===== config.mk =====
export PLATFORM = sky130hd
export DESIGN_NAME = serial_comp_sequencer_flat
export DESIGN_NICKNAME = d
export VERILOG_FILES = /design/src/rtl/serial_comp_pkg.sv /design/src/rtl/serial_comp_sequencer_if.sv /design/src/rtl/btn_debounce.sv /design/src/rtl/serial_comp_sequencer.sv /design/src/flat_wrapper.sv
export SDC_FILE = /design/constraint.sdc
export NUM_CORES = 1
export LEC_CHECK = 0
export ABC_AREA = 1
export BUFFER_PORTS_ARGS = -buffer_cell sky130_fd_sc_hd__buf_2
export CAP_MARGIN = 25
export CELL_PAD_IN_SITES_DETAIL_PLACEMENT = 1
export CELL_PAD_IN_SITES_GLOBAL_PLACEMENT = 2
export CORE_ASPECT_RATIO = 0.8
export CORE_MARGIN = 2
export CORE_UTILIZATION = 30
export CTS_CLUSTER_DIAMETER = 150
export DETAILED_ROUTE_END_ITERATION = 8
export PLACE_DENSITY = 0.82
export SLEW_MARGIN = 20
export SYNTH_ARGS = -nofsm -noshare
export SYNTH_HDL_FRONTEND = slang
export SYNTH_HIERARCHICAL = 1
export SYNTH_SLANG_ARGS = --single-unit

===== constraint.sdc =====
create_clock -name clk -period 1.6 [get_ports clk]
set_input_delay 0.4 -clock clk [delete_from_list [all_inputs] [get_ports clk]]
set_output_delay 0.4 -clock clk [all_outputs]
set_load 0.02 [all_outputs]

===== src/rtl/serial_comp_pkg.sv =====
// Purpose: shared types and constants for the serial 2's-complement sequencer slice.
// Latency: n/a (declarations only).
// Backpressure: n/a.
// Contents: FSM state enum, default parameter values, counter-width helper.
package serial_comp_pkg;

    typedef enum logic [1:0] {
        IDLE  = 2'd0,
        LOAD  = 2'd1,
        SHIFT = 2'd2,
        DONE  = 2'd3
    } state_t;

    localparam int DEF_WIDTH       = 4;
    localparam int DEF_DEB_CYCLES  = 1000000;   // 10 ms at 100 MHz
    localparam int DEF_STEP_CYCLES = 50000000;  // 0.5 s at 100 MHz

    // Bits needed to hold any value in 0..max_val (never less than 1).
    function automatic int cnt_w(input int max_val);
        return (max_val < 1) ? 1 : $clog2(max_val + 1);
    endfunction

endpackage


===== src/rtl/serial_comp_sequencer_if.sv =====
// Purpose: command bus between the sequencer and the serial 2's-complement shifter.
// Latency: n/a (wires only).
// Backpressure: none; the shifter consumes every strobe.
// Signals: start_btn/step_mode (user inputs), load/clr_state/ctrl (shifter commands),
//          busy/done/bit_cnt (status). master = sequencer, slave = shifter/observer side.
interface serial_comp_sequencer_if
    import serial_comp_pkg::*;
#(
    parameter int WIDTH = DEF_WIDTH
);
    logic                      start_btn;
    logic                      step_mode;
    logic                      load;
    logic                      clr_state;
    logic                      ctrl;
    logic                      busy;
    logic                      done;
    logic [cnt_w(WIDTH)-1:0]   bit_cnt;

    modport master (
        input  start_btn, step_mode,
        output load, clr_state, ctrl, busy, done, bit_cnt
    );

    modport slave (
        output start_btn, step_mode,
        input  load, clr_state, ctrl, busy, done, bit_cnt
    );
endinterface


===== src/rtl/btn_debounce.sv =====
// Purpose: synchronize and debounce a raw push-button, emit a pulse on each accepted press.
// Latency: rise_pulse 2+DEB_CYCLES clocks after the button settles high.
// Backpressure: none; the pulse is a single-cycle strobe.
// Ports: clk, rst_n (sync, active-low), btn_raw (async), level (debounced), rise_pulse.
module btn_debounce
    import serial_comp_pkg::*;
#(
    parameter int DEB_CYCLES = DEF_DEB_CYCLES
)(
    input  logic clk,
    input  logic rst_n,
    input  logic btn_raw,
    output logic level,
    output logic rise_pulse
);
    localparam int            CW       = cnt_w(DEB_CYCLES - 1);
    localparam logic [CW-1:0] DEB_LAST = CW'(DEB_CYCLES - 1);

    logic          sync1;
    logic          sync2;
    logic [CW-1:0] cnt;

    always_ff @(posedge clk) begin
        if (!rst_n) begin
            sync1      <= 1'b0;
            sync2      <= 1'b0;
            level      <= 1'b0;
            rise_pulse <= 1'b0;
            cnt        <= '0;
        end else begin
            sync1      <= btn_raw;
            sync2      <= sync1;
            rise_pulse <= 1'b0;
            // Count consecutive clocks where the synchronized input disagrees
            // with the accepted level; any agreement (a bounce) restarts it.
            if (sync2 != level) begin
                if (cnt == DEB_LAST) begin
                    level      <= sync2;
                    rise_pulse <= sync2;
                    cnt        <= '0;
                end else begin
                    cnt <= cnt + 1'b1;
                end
            end else begin
                cnt <= '0;
            end
        end
    end

endmodule


===== src/rtl/serial_comp_sequencer.sv =====
// Purpose: turn a button press into load + WIDTH ctrl cycles for the serial shifter, then hold done.
// Latency: load 1 clock after start_pulse; ctrl every clock (step_mode=0) or every STEP_CYCLES clocks.
// Backpressure: none; presses arriving while busy are dropped, not queued.
// Ports: clk, rst_n (sync, active-low), bus (master modport: start_btn, step_mode in;
//        load, clr_state, ctrl, busy, done, bit_cnt out).
module serial_comp_sequencer
    import serial_comp_pkg::*;
#(
    parameter int WIDTH       = DEF_WIDTH,
    parameter int DEB_CYCLES  = DEF_DEB_CYCLES,
    parameter int STEP_CYCLES = DEF_STEP_CYCLES
)(
    input  logic                    clk,
    input  logic                    rst_n,
    serial_comp_sequencer_if.master bus
);
    localparam int            BW        = cnt_w(WIDTH);
    localparam int            TW        = cnt_w(STEP_CYCLES - 1);
    localparam logic [BW-1:0] BIT_LAST  = BW'(WIDTH - 1);
    localparam logic [TW-1:0] TICK_LAST = TW'(STEP_CYCLES - 1);

    state_t        state, state_nxt;
    logic [BW-1:0] bit_cnt_q;
    logic [TW-1:0] tick_q;
    logic          mode_q;
    logic          start_pulse;
    logic          btn_level;
    logic          start_go;
    logic          ctrl_c;

    btn_debounce #(.DEB_CYCLES(DEB_CYCLES)) u_deb (
        .clk        (clk),
        .rst_n      (rst_n),
        .btn_raw    (bus.start_btn),
        .level      (btn_level),
        .rise_pulse (start_pulse)
    );

    // The pulse is raised together with the level, so this is a qualified strobe.
    assign start_go = start_pulse & btn_level;

    always_ff @(posedge clk) begin
        if (!rst_n) state <= IDLE;
        else        state <= state_nxt;
    end

    always_comb begin
        state_nxt = state;
        ctrl_c    = 1'b0;
        unique case (state)
            IDLE:  if (start_go) state_nxt = LOAD;
            LOAD:  state_nxt = SHIFT;
            SHIFT: begin
                // mode_q is frozen at LOAD, so step_mode changes land next conversion.
                ctrl_c = !mode_q || (tick_q == TICK_LAST);
                if (ctrl_c && bit_cnt_q == BIT_LAST) state_nxt = DONE;
            end
            DONE:  if (start_go) state_nxt = LOAD;
            default: state_nxt = IDLE;
        endcase
    end

    always_ff @(posedge clk) begin
        if (!rst_n) begin
            bit_cnt_q <= '0;
            tick_q    <= '0;
            mode_q    <= 1'b0;
        end else begin
            case (state)
                LOAD: begin
                    bit_cnt_q <= '0;
                    tick_q    <= '0;
                    mode_q    <= bus.step_mode;
                end
                SHIFT: begin
                    if (ctrl_c) begin
                        bit_cnt_q <= bit_cnt_q + 1'b1;
                        tick_q    <= '0;
                    end else begin
                        tick_q <= tick_q + 1'b1;
                    end
                end
                default: ;
            endcase
        end
    end

    assign bus.load      = (state == LOAD);
    assign bus.clr_state = (state == LOAD);
    assign bus.ctrl      = ctrl_c;
    assign bus.busy      = (state == LOAD) || (state == SHIFT);
    assign bus.done      = (state == DONE);
    assign bus.bit_cnt   = bit_cnt_q;

endmodule


===== src/flat_wrapper.sv =====
// flat-port wrapper written by rule: the top's interface ports become plain ports
module serial_comp_sequencer_flat import serial_comp_pkg::*;
#(
    parameter int WIDTH       = DEF_WIDTH,
    parameter int DEB_CYCLES  = DEF_DEB_CYCLES,
    parameter int STEP_CYCLES = DEF_STEP_CYCLES
)
  (clk, rst_n, bus_start_btn, bus_step_mode, bus_load, bus_clr_state, bus_ctrl, bus_busy, bus_done, bus_bit_cnt);
  serial_comp_sequencer_if #(.WIDTH(WIDTH)) bus_i ();
  input  logic clk;
  input  logic rst_n;
  input wire logic [$bits(bus_i.start_btn)-1:0] bus_start_btn;
  input wire logic [$bits(bus_i.step_mode)-1:0] bus_step_mode;
  output wire logic [$bits(bus_i.load)-1:0] bus_load;
  output wire logic [$bits(bus_i.clr_state)-1:0] bus_clr_state;
  output wire logic [$bits(bus_i.ctrl)-1:0] bus_ctrl;
  output wire logic [$bits(bus_i.busy)-1:0] bus_busy;
  output wire logic [$bits(bus_i.done)-1:0] bus_done;
  output wire logic [$bits(bus_i.bit_cnt)-1:0] bus_bit_cnt;
  assign bus_i.start_btn = bus_start_btn;
  assign bus_i.step_mode = bus_step_mode;
  assign bus_load = bus_i.load;
  assign bus_clr_state = bus_i.clr_state;
  assign bus_ctrl = bus_i.ctrl;
  assign bus_busy = bus_i.busy;
  assign bus_done = bus_i.done;
  assign bus_bit_cnt = bus_i.bit_cnt;
  serial_comp_sequencer #(.WIDTH(WIDTH), .DEB_CYCLES(DEB_CYCLES), .STEP_CYCLES(STEP_CYCLES)) u_core (.clk(clk), .rst_n(rst_n), .bus(bus_i));
endmodule

== Word-level counts from Yosys, hierarchy flattened ==
Cells that the tools add are included.
Widths: inputs -> output; s select.

* Memory bits (read-only): 0
* Register bits after elaboration: 56
* Logic and storage cells: 45
* Memory bits (writable): 0
* Memories: 0
* Input port bits: 4
* Bits in latches: 0
* Output and inout port bits: 8

* $lt $le $gt $ge: 0
* Bitwise operators: 3
* Div/mod/pow operators: 0
* Equal/unequal tests: 10
* Reductions and logical operators: 12
* Add/subtract/negate cells: 3
* $mul: 0
* Shift operators: 0
* Muxes and demuxes: 8

{| class="wikitable"
|+ Operator list
! cell !! number
|-
| $pmux 26 s2 || 1
|-
| $add 26x1->26 const B || 1
|-
| $eq 26x26->1 const B || 1
|-
| $mux 26 || 1
|-
| $add 20x1->20 const B || 1
|-
| $eq 20x20->1 const B || 1
|-
| $pmux 2 s3 || 1
|-
| $pmux 3 s2 || 1
|-
| $reduce_and 2->1 || 3
|-
| $eq 2x2->1 const B || 2
|-
| $mux 2 || 2
|-
| $ne 2x1->1 const B || 2
|-
| $add 3x1->3 const B || 1
|-
| $eq 3x2->1 const B || 1
|-
| $mux 3 || 1
|-
| $reduce_and 3->1 || 1
|-
| $reduce_or 3->1 || 1
|-
| $eq 2x1->1 const B || 1
|-
| $logic_not 2->1 || 1
|-
| $logic_or 1x1->1 || 2
|-
| $ne 2x2->1 const B || 1
|-
| $not 1->1 || 2
|-
| $reduce_bool 2->1 || 1
|-
| $reduce_or 2->1 || 1
|-
| other kinds (5) || 5
|}

== Depth between registers and ports, before layout ==
Gate-level depths: netlist (run 1).

* Word-level depth: 5
* Mapped depth: 12
* Mapped depth without buffers: 12

== By module ==
The synthesis (run 1) kept the hierarchy.

{| class="wikitable"
|+ By module, submodules not included
! module !! cells an instance !! times used !! area each (sq um) !! sequential area each (sq um)
|-
| serial_comp_sequencer || 297 || 1 || 2,019.4 || 640.6
|-
| btn_debounce || 176 || 1 || 1,265.0 || 480.5
|}

== Least setup slack after synthesis (run 1) ==
No wires, ideal clock.

* Path kind: register to register
* From: register u_core.state[0]
* To: register u_core.tick_q[6]
* Library setup time: 0.070 ns
* Period minus slack after synthesis: 1.656 ns
* Data arrival time: 1.586 ns
* Data required time: 1.530 ns
* Buffers on the path: 2
* Stages on the path, launching flop included: 10
* Path slack: -0.056 ns
* Path through: dfxtp_1 > inv_1 > ha_1 > clkbuf_1 > nor2_2 > nand3_2 > inv_2 > buf_2 > o31ai_1 > a21oi_1

* Cells in the longest elaborated chain, start to end: 4
* Elaborated cells on any way between the ends: 6
* Classes of those cells: eq/ne: 2; mux: 3; reduce/logical: 1

{| class="wikitable"
|+ Ends and longest elaborated chain
! what !! RTL line !! text
|-
| start: declaration || serial_comp_sequencer.sv:22 || <nowiki>state_t state, state_nxt;</nowiki>
|-
| start signal: assignment || serial_comp_sequencer.sv:44 || <nowiki>else state <= state_nxt;</nowiki>
|-
| $eq 2x2->1 || serial_comp_sequencer.sv:50, serial_comp_sequencer.sv:69 ||
|-
| $mux 1 || serial_comp_sequencer.sv:50 || <nowiki>unique case (state)</nowiki>
|-
| $mux 26 || serial_comp_sequencer.sv:76 || <nowiki>if (ctrl_c) begin</nowiki>
|-
| $pmux 26 s2 || serial_comp_sequencer.sv:69 || <nowiki>case (state)</nowiki>
|-
| end signal: assignment || serial_comp_sequencer.sv:80 || <nowiki>tick_q <= tick_q + 1'b1;</nowiki>
|-
| end: declaration || serial_comp_sequencer.sv:24 || <nowiki>logic [TW-1:0] tick_q;</nowiki>
|}

Parallel ways exist; a longest one is shown, timed or not.
A chain may end at the register's enable or synchronous reset.

== Worst setup path after layout (run 1) ==
* From: register u_core.tick_q[18]
* To: output bus_ctrl

* Cells in the longest elaborated chain, start to end: 3

{| class="wikitable"
|+ Ends and longest elaborated chain
! what !! RTL line !! text
|-
| $eq 26x26->1 || serial_comp_sequencer.sv:55 || <nowiki>ctrl_c = !mode_q || (tick_q == TICK_LAST);</nowiki>
|-
| $logic_or 1x1->1 || serial_comp_sequencer.sv:55 ||
|-
| $mux 1 || serial_comp_sequencer.sv:50 ||
|-
| end: declaration || flat_wrapper.sv:16 || <nowiki>output wire logic [$bits(bus_i.ctrl)-1:0] bus_ctrl;</nowiki>
|}

No other way between the ends.

==> results.py, run 1 <==
metrics = {
    "floorplan": {
        "dieWidth_um": 121,
        "fp-row-count": 34,
        "start_util_pct": 30.5,
        "coreArea_um2": 10800,
        "num_io_pins": 12,
        "design.die.area_um2": 11800,
        "die_h_um": 97.6,
    },
    "detailed_routing": {
        "vias_per_cell": 4.78,
        "ant_nets": 0,
        "drc": 0,
        "vias": 3263,
        "wl_per_cell_um": 14.6,
        "first_pass_iters": 4,
        "routed_wl_um": 9940,
        "drtIter0Drc": 121,
    },
    "flow_run": {
        "drv_cap": 0,
    },
    "timing": {
        "rsz0062_at_grt": "yes",
        "drv_slew": 0,
        "tns_ns": -0.651,
        "timing.final.crit_share_pct": 116,
        "clock_skew_ns": 0.0105,
        "tightestPinTransition_ns": 0.418,
        "maxSlewHeadroom_pct": 72.0,
        "setup_ws_ns": -0.257,
        "setup_viol": 8,
        "max_freq_mhz": 539,
        "fin_crit_ns": 1.86,
        "hold_viol": 0,
    },
    "place": {
        "place_congestion": 0.788,
        "post_dp_cell_area_um2": 3780,
        "io_buffer_count": 11,
        "hpwl_um": 7070,
    },
    "yosys": {
        "synth_edf_count": 0,
        "synth_area_um2": 3280,
        "seq_area_frac_synth_pct": 34.1,
        "ys_warn_count": 6,
        "syn_avg_cell_area_um2": 6.94,
        "ys_ff_latch": 56,
        "async_flop_share_pct": 0,
        "ys.flop_type": "dfxtp_1",
        "yosys.area.top_type_share_pct": 34.1,
        "syn_inst": 473,
        "synth_fp_nets": 485,
        "synth_largest_area_cell": "dfxtp_1",
        "synthDistinctLibCells": 38,
        "yosys-top-cells-area": "dfxtp_1, nand2_1, a21oi_1",
    },
    "grt": {
        "grt_overflow": 0,
        "antenna_found_initial": 0,
        "grt_pass1_wl_um": 16200,
        "grt.total_usage_pct": 17.2,
        "grt_pass1_vias": 3322,
        "grt_max_degree": 27,
    },
    "clocking": {
        "cts_buffers": 5,
        "cts-root-buf": "clkbuf_16",
        "numClockSinks": 56,
        "cts_buffer_depth": 2,
        "cts_max_level": 2,
        "clk_pin_slew_ns": 0.08,
        "cts_tree": "built",
        "clk_latency_ns": 0.31,
    },
    "run_status": {
        "status": "finished with violations",
        "violations": "setup timing",
    },
    "cells_and_area": {
        "fillers": 1366,
        "final_common_cell": "nand2_1",
        "nets": 549,
        "drive_gt1_share_pct": 36.1,
        "seq_area_um2": 1150,
        "stdcell_area_um2": 4370,
        "syn2layout_area_growth_pct": 33.0,
        "final_cell_mix": "nand2_1, buf_4, nor2_1, inv_1, a21oi_1",
        "multi_input_area_um2": 2110,
        "antennaDiodeCount": 0,
    },
    "power_and_ir_drop": {
        "comb_power_share_pct": 20.5,
        "net-switching-power_mw": 1.05,
        "p_sw_share_pct": 29.9,
        "seq_power_share_pct": 42.3,
        "power_density_nw_per_um2": 802,
        "p_clk_share_pct": 37.2,
        "power_mw": 3.50,
        "leakagePower_nw": 1.66,
        "max-vdd-ir-drop_mv": 0.474,
        "intPower_mw": 2.46,
    },
    "critical_path": {
        "end_kind": "output port",
        "required_ns": 1.20,
        "crit_arrival_ns": 1.46,
        "startpoint_type": "flop",
        "criticalPathCategory": "flop to output port",
        "cp_max_fo": 2,
    },
    "hold_path": {
        "holdCritPathClass": "input pin to flop",
    },
}
-- power by group through the flow --
stage / clock network, mW / logic, mW / registers (mW)
after global placement: 0 / 0.622 / 1.50
after global routing: 1.40 / 0.790 / 1.49
after floorplan: 0 / 0.376 / 1.51
final: 1.30 / 0.719 / 1.48
after CTS: 1.35 / 0.698 / 1.48
after detailed placement: 0 / 0.627 / 1.51
-- per-stage QoR --
stage          hold WS (ns)  worst slack, ns  instances  utilization (%)
5_1_grt               0.311           -0.333        682             40.6
4_1_cts               0.280           -0.259        674             38.2
3_5_place_dp          0.425           -0.121        659             35.1
3_3_place_gp          0.407          -0.0457        659             35.1
6_report              0.286           -0.257        682             40.6
2_1_floorplan         0.390          0.00330        473                -
-- state kept, by name, summed over array words and instances, names as in the netlist --
name,flops
u_core/tick_q,26
u_core/bus.bit_cnt,3
u_core/u_deb/rise_pulse,1
u_core/u_deb/cnt,20
u_core/u_deb/level,1
u_core/u_deb/sync2,1
u_core/u_deb/sync1,1
u_core/state,2
u_core/mode_q,1
-- worst max-delay path, stage by stage, from the launching register on --
cell	delay, ns
dfxtp_2	0.33
inv_2	0.06
nand2_2	0.08
nor2_1	0.10
nand2_1	0.10
nor2_4	0.12
nand2_2	0.06
nand2_2	0.08
nand2_4	0.06
inv_4	0.05
buf_6	0.11
-- kinds of logic after synthesis --
kind of cell / count (synthesis) / synth area share [%]
flip-flops: 56 / 34.1
AND/OR/NAND/NOR: 268 / 40.6
AO/OA/AOI/OAI: 68 / 11.6
buffers and inverters: 63 / 7.96
XOR/XNOR: 10 / 2.67
adder cells (fa/ha/maj): 8 / 3.05
-- layout make-up --
class	count	share of cell area (%)
timing repair inverter	2	0.458
multi-input combinational	354	48.2
sequential	56	26.4
clock inverter	3	1.06
tap	144	4.13
clock buffer	5	2.87
timing repair buffer	65	11.9
inverter	53	4.96
-- synth_stat cells (4+ instances only) --
| library cell | n |
|---|---|
| a21oi_2 | 5 |
| clkbuf_1 | 6 |
| nand3_1 | 26 |
| nand4_1 | 13 |
| nor2_1 | 51 |
| o21ai_1 | 7 |
| ha_1 | 8 |
| nor2_4 | 4 |
| dfxtp_1 | 56 |
| a21oi_1 | 39 |
| nand2_2 | 9 |
| xnor2_1 | 4 |
| inv_2 | 8 |
| inv_1 | 45 |
| o21ai_0 | 8 |
| nor3_1 | 7 |
| nand2_1 | 119 |
| xor2_1 | 6 |
| o211ai_1 | 4 |
| nand3_2 | 7 |
| nor2_2 | 15 |
-- routing by layer --
layer	global-route usage, %	share of wire (%)	up-vias	wire (µm)
li1	-	-	1663	-
met1	23.5	49	1556	4910
met2	27.1	46	32	4580
met3	2.82	3.0	12	301
met4	5.99	1.5	0	152
met5	0	0	-	0
-- what timing repair did --
item,in CTS,in global routing
gates cloned,0,2
pin swaps,8,17
hold buffers,0,0
resized for setup,36,55
setup buffers,8,9
endpoints found under the setup margin,19,48
-- path summary, 6_finish.rpt --
kind | from | to | slack [ns] | depth (start not counted)
worst min-delay path | bus_start_btn | u_core/u_deb/sync1$_SDFF_PN0_ | 0.29 | 3
worst min register to register | u_core/u_deb/sync1$_SDFF_PN0_ | u_core/u_deb/sync2$_SDFF_PN0_ | 0.43 | 2
worst max-delay path | u_core/tick_q[18]$_SDFFE_PN0P_ | bus_ctrl | -0.26 | 10
worst max register to register | u_core/tick_q[1]$_SDFFE_PN0P_ | u_core/tick_q[20]$_SDFFE_PN0P_ | -0.12 | 11
No activity file was read; power rests on OpenSTA's default activity.
==> run 2: changes to the inputs <==
CELL_PAD_IN_SITES_DETAIL_PLACEMENT = not set   (was 1)
CELL_PAD_IN_SITES_GLOBAL_PLACEMENT = not set   (was 2)
PLACE_DENSITY = 0.56   (was 0.82)
==> run 2 against run 1 <==
The run still ends with setup timing left. Clock power shrank 13%. Sequential cell count stayed put. Cell count decreased by 0.73%. Register-to-register slack improved by 0.03 ns. Total power is 5.2% lower. Die area did not move. Non-clock buffer count is 3 lower. Utilization fell by 2.3 points. Via count fell by 6.0%. First-iteration DRC count up 30%. Sequential share of layout area increased by 1.3 points. Critical endpoint unchanged. Largest power group unchanged. Highest routed layer unchanged.
==> results.py, run 2 (synthesis results as in run 1) <==
metrics = {
    "critical_path": {
        "cp_max_fo": 2,
        "crit_arrival_ns": 1.41,
        "startpoint": "u_core/tick_q[5]$_SDFFE_PN0P_",
        "slowest_stage": "dfxtp_1",
        "startpoint_type": "flop",
        "end_kind": "output port",
        "required_ns": 1.20,
        "crit_path_end": "bus_ctrl",
        "crit_path_frequent_cell": "nand2_1",
        "crit_chain": "nand2_1, nor2_1, nand2_1, nor2_1, nand2_1, nand2_2, nand2_4, inv_4, buf_6",
        "rr_endpoint": "u_core/tick_q[21]$_SDFFE_PN0P_",
        "cp_slowest_stage_delay_ns": 0.34,
        "r2r_start": "u_core/tick_q[5]$_SDFFE_PN0P_",
        "criticalPathCategory": "flop to output port",
        "r2r_cells": 12,
        "r2r_slack_ns": -0.09,
    },
    "clocking": {
        "cts-root-buf": "clkbuf_16",
        "cts_buffers": 5,
        "clk_latency_ns": 0.29,
        "clk_pin_slew_ns": 0.07,
        "cts_tree": "built",
        "cts_buffer_depth": 2,
        "numClockSinks": 56,
        "cts_max_level": 2,
    },
    "timing": {
        "setup_ws_ns": -0.213,
        "rsz0062_at_grt": "yes",
        "max_freq_mhz": 552,
        "tightestPinTransition_ns": 0.521,
        "setup_viol": 22,
        "clock_skew_ns": 0.00847,
        "drv_slew": 0,
        "fin_crit_ns": 1.81,
        "timing.final.crit_share_pct": 113,
        "hold_viol": 0,
        "maxSlewHeadroom_pct": 65.0,
    },
    "grt": {
        "grt.total_usage_pct": 13.9,
        "grt_overflow": 0,
        "antenna_found_initial": 0,
        "grt_pass1_wl_um": 13500,
        "grt_max_degree": 27,
        "grt_pass1_vias": 2801,
    },
    "cells_and_area": {
        "antennaDiodeCount": 0,
        "final_common_cell": "nand2_1",
        "nets": 544,
        "fin_util_pct": 38.3,
        "largest_reg_flops": 26,
        "syn2layout_area_growth_pct": 25.5,
        "final_cell_mix": "nand2_1, buf_4, nor2_1, dfxtp_1",
        "stdcell_area_um2": 4120,
        "drive_gt1_share_pct": 30.8,
        "largest_register": "u_core/tick_q",
        "instances_no_fill": 677,
        "fillers": 1116,
    },
    "flow_run": {
        "drv_cap": 0,
    },
    "hold_path": {
        "holdCritPathClass": "input pin to flop",
        "hold_start": "bus_start_btn",
    },
    "power_and_ir_drop": {
        "leakagePower_nw": 1.57,
        "max-vdd-ir-drop_mv": 0.721,
        "power_density_nw_per_um2": 805,
        "power_mw": 3.32,
    },
    "detailed_routing": {
        "vias": 3067,
        "drtIter0Drc": 157,
        "first_pass_iters": 4,
        "drc": 0,
        "wl_per_cell_um": 11.7,
        "vias_per_cell": 4.53,
        "ant_nets": 0,
        "routed_wl_um": 7890,
    },
    "run_status": {
        "status": "finished with violations",
        "violations": "setup timing",
    },
    "place": {
        "dp.cells": 661,
        "post_dp_cell_area_um2": 3780,
        "io_buffer_count": 11,
        "dp_slack_ns": -0.0228,
        "place_congestion": 0.911,
        "hpwl_um": 5920,
    },
    "floorplan": {
        "coreArea_um2": 10800,
        "die_h_um": 97.6,
        "num_io_pins": 12,
        "fp-row-count": 34,
        "dieWidth_um": 121,
        "design.die.area_um2": 11800,
        "start_util_pct": 30.5,
    },
}
-- run 2: routing by layer --
metal | up-vias | part of all wire (%) | track usage, %
met5 | - | 0 | 0
met4 | 0 | 0.37 | 2.24
met3 | 2 | 5.1 | 2.70
met2 | 50 | 40 | 19.5
met1 | 1376 | 54 | 21.8
li1 | 1639 | - | -
-- run 2: power breakdown --
group / switching (mW) / internal [mW]
registers: 0.0369 / 1.44
logic: 0.435 / 0.287
clock network: 0.500 / 0.626
-- run 2: stage by stage --
stage	TNS (ns)	hold slack, ns
floorplan	0	0.390
global placement	-0.0212	0.397
detailed placement	-0.0415	0.406
CTS	-1.56	0.341
global route	-3.86	0.355
finish	-1.29	0.337
-- run 2: cell type report --
| type | count | area (µm²) | share of cell area (%) |
|---|---|---|---|
| multi-input cells | 354 | 1980 | 48.1 |
| clock buffers | 7 | 143 | 3.46 |
| repair buffers | 62 | 455 | 11.0 |
| flip-flops and latches | 56 | 1140 | 27.7 |
| clock inverters | 1 | 7.51 | 0.182 |
| inverters | 53 | 211 | 5.13 |
| well taps | 144 | 180 | 4.37 |
-- run 2: worst max-delay path: cells and delay by family, from the launching register on --
family	cells	cell delay, ns
DFF	1	0.34
and+or+nand+nor	7	0.63
buffers and inverters	2	0.15
-- run 2: what timing repair did --
item / in CTS / in global routing
hold buffers: 0 / 0
setup endpoints to repair: 9 / 33
buffers inserted: 5 / 4
hold endpoints to repair: 0 / 0
pin swaps: 6 / 8
resized for setup: 31 / 19
-- run 2: worst min-delay path by stage --
stage                     depth (start not counted)  slack, ns                             to
after floorplan                                   2       0.39  u_core/u_deb/sync2$_SDFF_PN0_
after global placement                            2       0.40  u_core/u_deb/sync2$_SDFF_PN0_
after detailed placement                          2       0.41  u_core/u_deb/sync2$_SDFF_PN0_
after CTS                                         3       0.34  u_core/u_deb/sync1$_SDFF_PN0_
after global routing                              3       0.36  u_core/u_deb/sync1$_SDFF_PN0_
final                                             3       0.34  u_core/u_deb/sync1$_SDFF_PN0_
==> run 3: changes to the inputs <==
ABC_AREA = not set   (was 1)
==> run 3 against run 2 <==
First-iteration DRC count decreased by 37%. Count of clock-buffer cells in the layout shrank 1. Hold slack worse by 0.035 ns. Total power is 13% higher. The run still ends with setup timing left. Clock power hardly changed. Combinational power rose by 59%.
==> results.py, run 3 <==
metrics = {
    "run_status": {
        "status": "finished with violations",
        "violations": "setup timing",
    },
    "timing": {
        "tightestPinTransition_ns": 0.431,
        "setup_viol": 51,
        "clock_skew_ns": 0.00654,
        "max_freq_mhz": 472,
        "fin_crit_ns": 2.12,
        "hold_viol": 0,
        "maxSlewHeadroom_pct": 71.3,
        "rsz0062_at_grt": "yes",
        "drv_slew": 0,
        "timing.final.crit_share_pct": 132,
        "whs_ns": 0.303,
        "setup_ws_ns": -0.519,
    },
    "yosys": {
        "syn_avg_cell_area_um2": 8.52,
        "synthDistinctLibCells": 55,
        "yosys.cell_count.top_type": "dfxtp_1",
        "synth_fp_nets": 363,
        "ys_warn_count": 6,
        "syn_inst": 351,
        "synthTopCellsByCount": "dfxtp_1, nand2_1, nand3_1",
        "ys.flop_type": "dfxtp_1",
        "synth_largest_area_cell": "dfxtp_1",
        "yosys-top-cells-area": "dfxtp_1, nand3_1, nand4_1",
        "seq_area_frac_synth_pct": 37.5,
        "async_flop_share_pct": 0,
        "ys_ff_latch": 56,
        "synth_area_um2": 2990,
        "synth_edf_count": 0,
        "yosys.area.top_type_share_pct": 37.5,
    },
    "detailed_routing": {
        "first_pass_iters": 4,
        "vias": 3099,
        "vias_per_cell": 5.17,
        "wl_per_cell_um": 14.9,
        "drc": 0,
        "ant_nets": 0,
        "routed_wl_um": 8950,
        "drtIter0Drc": 99,
    },
    "cells_and_area": {
        "final_common_cell": "buf_4",
        "syn2layout_area_growth_pct": 56.9,
        "stdcell_area_um2": 4690,
        "final_cell_mix": "buf_4, dfxtp_1, nand3_1, nand2_1, buf_6",
        "nets": 474,
        "largest_reg_flops": 26,
        "antennaDiodeCount": 0,
        "largest_register": "u_core/tick_q",
        "fin_util_pct": 48.6,
        "drive_gt1_share_pct": 49.5,
    },
    "critical_path": {
        "r2r_start": "u_core/tick_q[1]$_SDFFE_PN0P_",
        "crit_arrival_ns": 1.72,
        "startpoint_type": "flop",
        "criticalPathCategory": "flop to output port",
        "required_ns": 1.20,
        "end_kind": "output port",
        "cp_max_fo": 2,
        "r2r_cells": 8,
        "r2r_slack_ns": -0.49,
        "rr_endpoint": "u_core/tick_q[12]$_SDFFE_PN0P_",
    },
    "flow_run": {
        "drv_cap": 0,
    },
    "grt": {
        "grt_pass1_vias": 2977,
        "grt_overflow": 0,
        "antenna_found_initial": 0,
        "grt_pass1_wl_um": 14000,
        "grt_max_degree": 34,
        "grt.total_usage_pct": 16.7,
    },
    "clocking": {
        "cts_buffers": 5,
        "cts_buffer_depth": 2,
        "cts_tree": "built",
        "numClockSinks": 56,
        "clk_pin_slew_ns": 0.07,
        "clk_latency_ns": 0.30,
        "cts-root-buf": "clkbuf_16",
        "postCtsHoldBufs": 0,
        "cts_max_level": 2,
    },
    "hold_path": {
        "holdCritPathClass": "input pin to flop",
        "hold_start": "bus_start_btn",
        "hold_depth": 2,
        "min_to": "u_core/u_deb/sync1$_SDFF_PN0_",
    },
    "power_and_ir_drop": {
        "p_clk_share_pct": 30.4,
        "net-switching-power_mw": 1.14,
        "power_density_nw_per_um2": 802,
        "p_sw_share_pct": 30.4,
        "max-vdd-ir-drop_mv": 0.444,
        "seq_power_share_pct": 38.9,
        "intPower_mw": 2.62,
        "leakagePower_nw": 1.72,
        "comb_power_share_pct": 30.6,
    },
    "floorplan": {
        "fp-row-count": 32,
        "start_util_pct": 31.0,
        "num_io_pins": 12,
        "design.die.area_um2": 10800,
        "coreArea_um2": 9650,
        "dieWidth_um": 116,
        "die_h_um": 93.3,
    },
    "place": {
        "hpwl_um": 6010,
        "post_dp_cell_area_um2": 3850,
        "io_buffer_count": 11,
        "place_congestion": 0.840,
    },
}
==> run 3: cell type report <==
type / instances / area [µm²]
fill: 886 / 4960
clock inverter: 2 / 15.0
multi-input combinational: 267 / 2120
clock buffer: 6 / 139
inverter: 14 / 56.3
timing repair buffer: 118 / 1040
sequential: 56 / 1150
tap: 136 / 170
==> run 3: per-stage QoR <==
step	instances	power (mW)	setup WS (ns)	setup TNS, ns
global route	599	3.91	-0.581	-11.31
global placement	567	2.20	-0.637	-11.79
CTS	592	3.72	-0.569	-5.91
finish	599	3.76	-0.519	-8.04
detailed placement	568	2.22	-0.436	-7.32
floorplan	351	1.96	-0.158	-0.891
==> run 3: logic make-up (layout without fill, tap and decap cells) <==
group	count (synthesis)	count (layout)	share of synthesized area [%]
muxes	7	7	2.39
xor gates and xnor gates	18	18	5.27
buffers and inverters	28	140	4.35
AOI/OAI and AO/OA	56	56	13.7
adders and majority gates	8	8	3.35
and+or+nand+nor	178	178	33.4
DFF	56	56	37.5
==> run 3: power by group through the flow <==
stage / logic [mW] / registers [mW] / clock network [mW]
after floorplan: 0.446 / 1.51 / 0
after global placement: 0.712 / 1.49 / 0
after detailed placement: 0.731 / 1.49 / 0
after CTS: 1.07 / 1.46 / 1.19
after global routing: 1.22 / 1.47 / 1.23
final: 1.15 / 1.46 / 1.14
==> run 3: worst max-delay path by stage <==
stage,start,end,slack (ns)
finish,u_core/tick_q[1]$_SDFFE_PN0P_,bus_ctrl,-0.52
global route,u_core/tick_q[1]$_SDFFE_PN0P_,bus_ctrl,-0.58
CTS,u_core/tick_q[0]$_SDFFE_PN0P_,bus_ctrl,-0.57
detailed placement,u_core/tick_q[1]$_SDFFE_PN0P_,u_core/tick_q[12]$_SDFFE_PN0P_,-0.44
global placement,u_core/tick_q[22]$_SDFFE_PN0P_,u_core/tick_q[24]$_SDFFE_PN0P_,-0.64
floorplan,u_core/tick_q[0]$_SDFFE_PN0P_,bus_ctrl,-0.16
==> run 3: worst max-delay path, cell delays in order (launching register included) <==
cell     delay [ns]
dfxtp_4        0.36
ha_4           0.14
nand3_4        0.06
buf_6          0.11
or3_4          0.38
o21ai_2        0.13
nand2_2        0.08
inv_2          0.05
buf_6          0.10
==> run 3: layer usage <==
metal | routed length, µm | part of all wire [%] | vias up | GRT usage (%)
met1 | 4190 | 47 | 1514 | 20.8
li1 | - | - | 1522 | -
met4 | 157 | 1.8 | 0 | 5.52
met3 | 327 | 3.7 | 12 | 3.50
met5 | 0 | 0 | - | 0
met2 | 4280 | 48 | 51 | 28.5
==> run 3: repair_timing <==
action	in CTS	in global routing
pin swaps	24	33
gates cloned	1	3
setup endpoints to repair	54	58
gates resized for setup	63	57
setup buffers	16	8
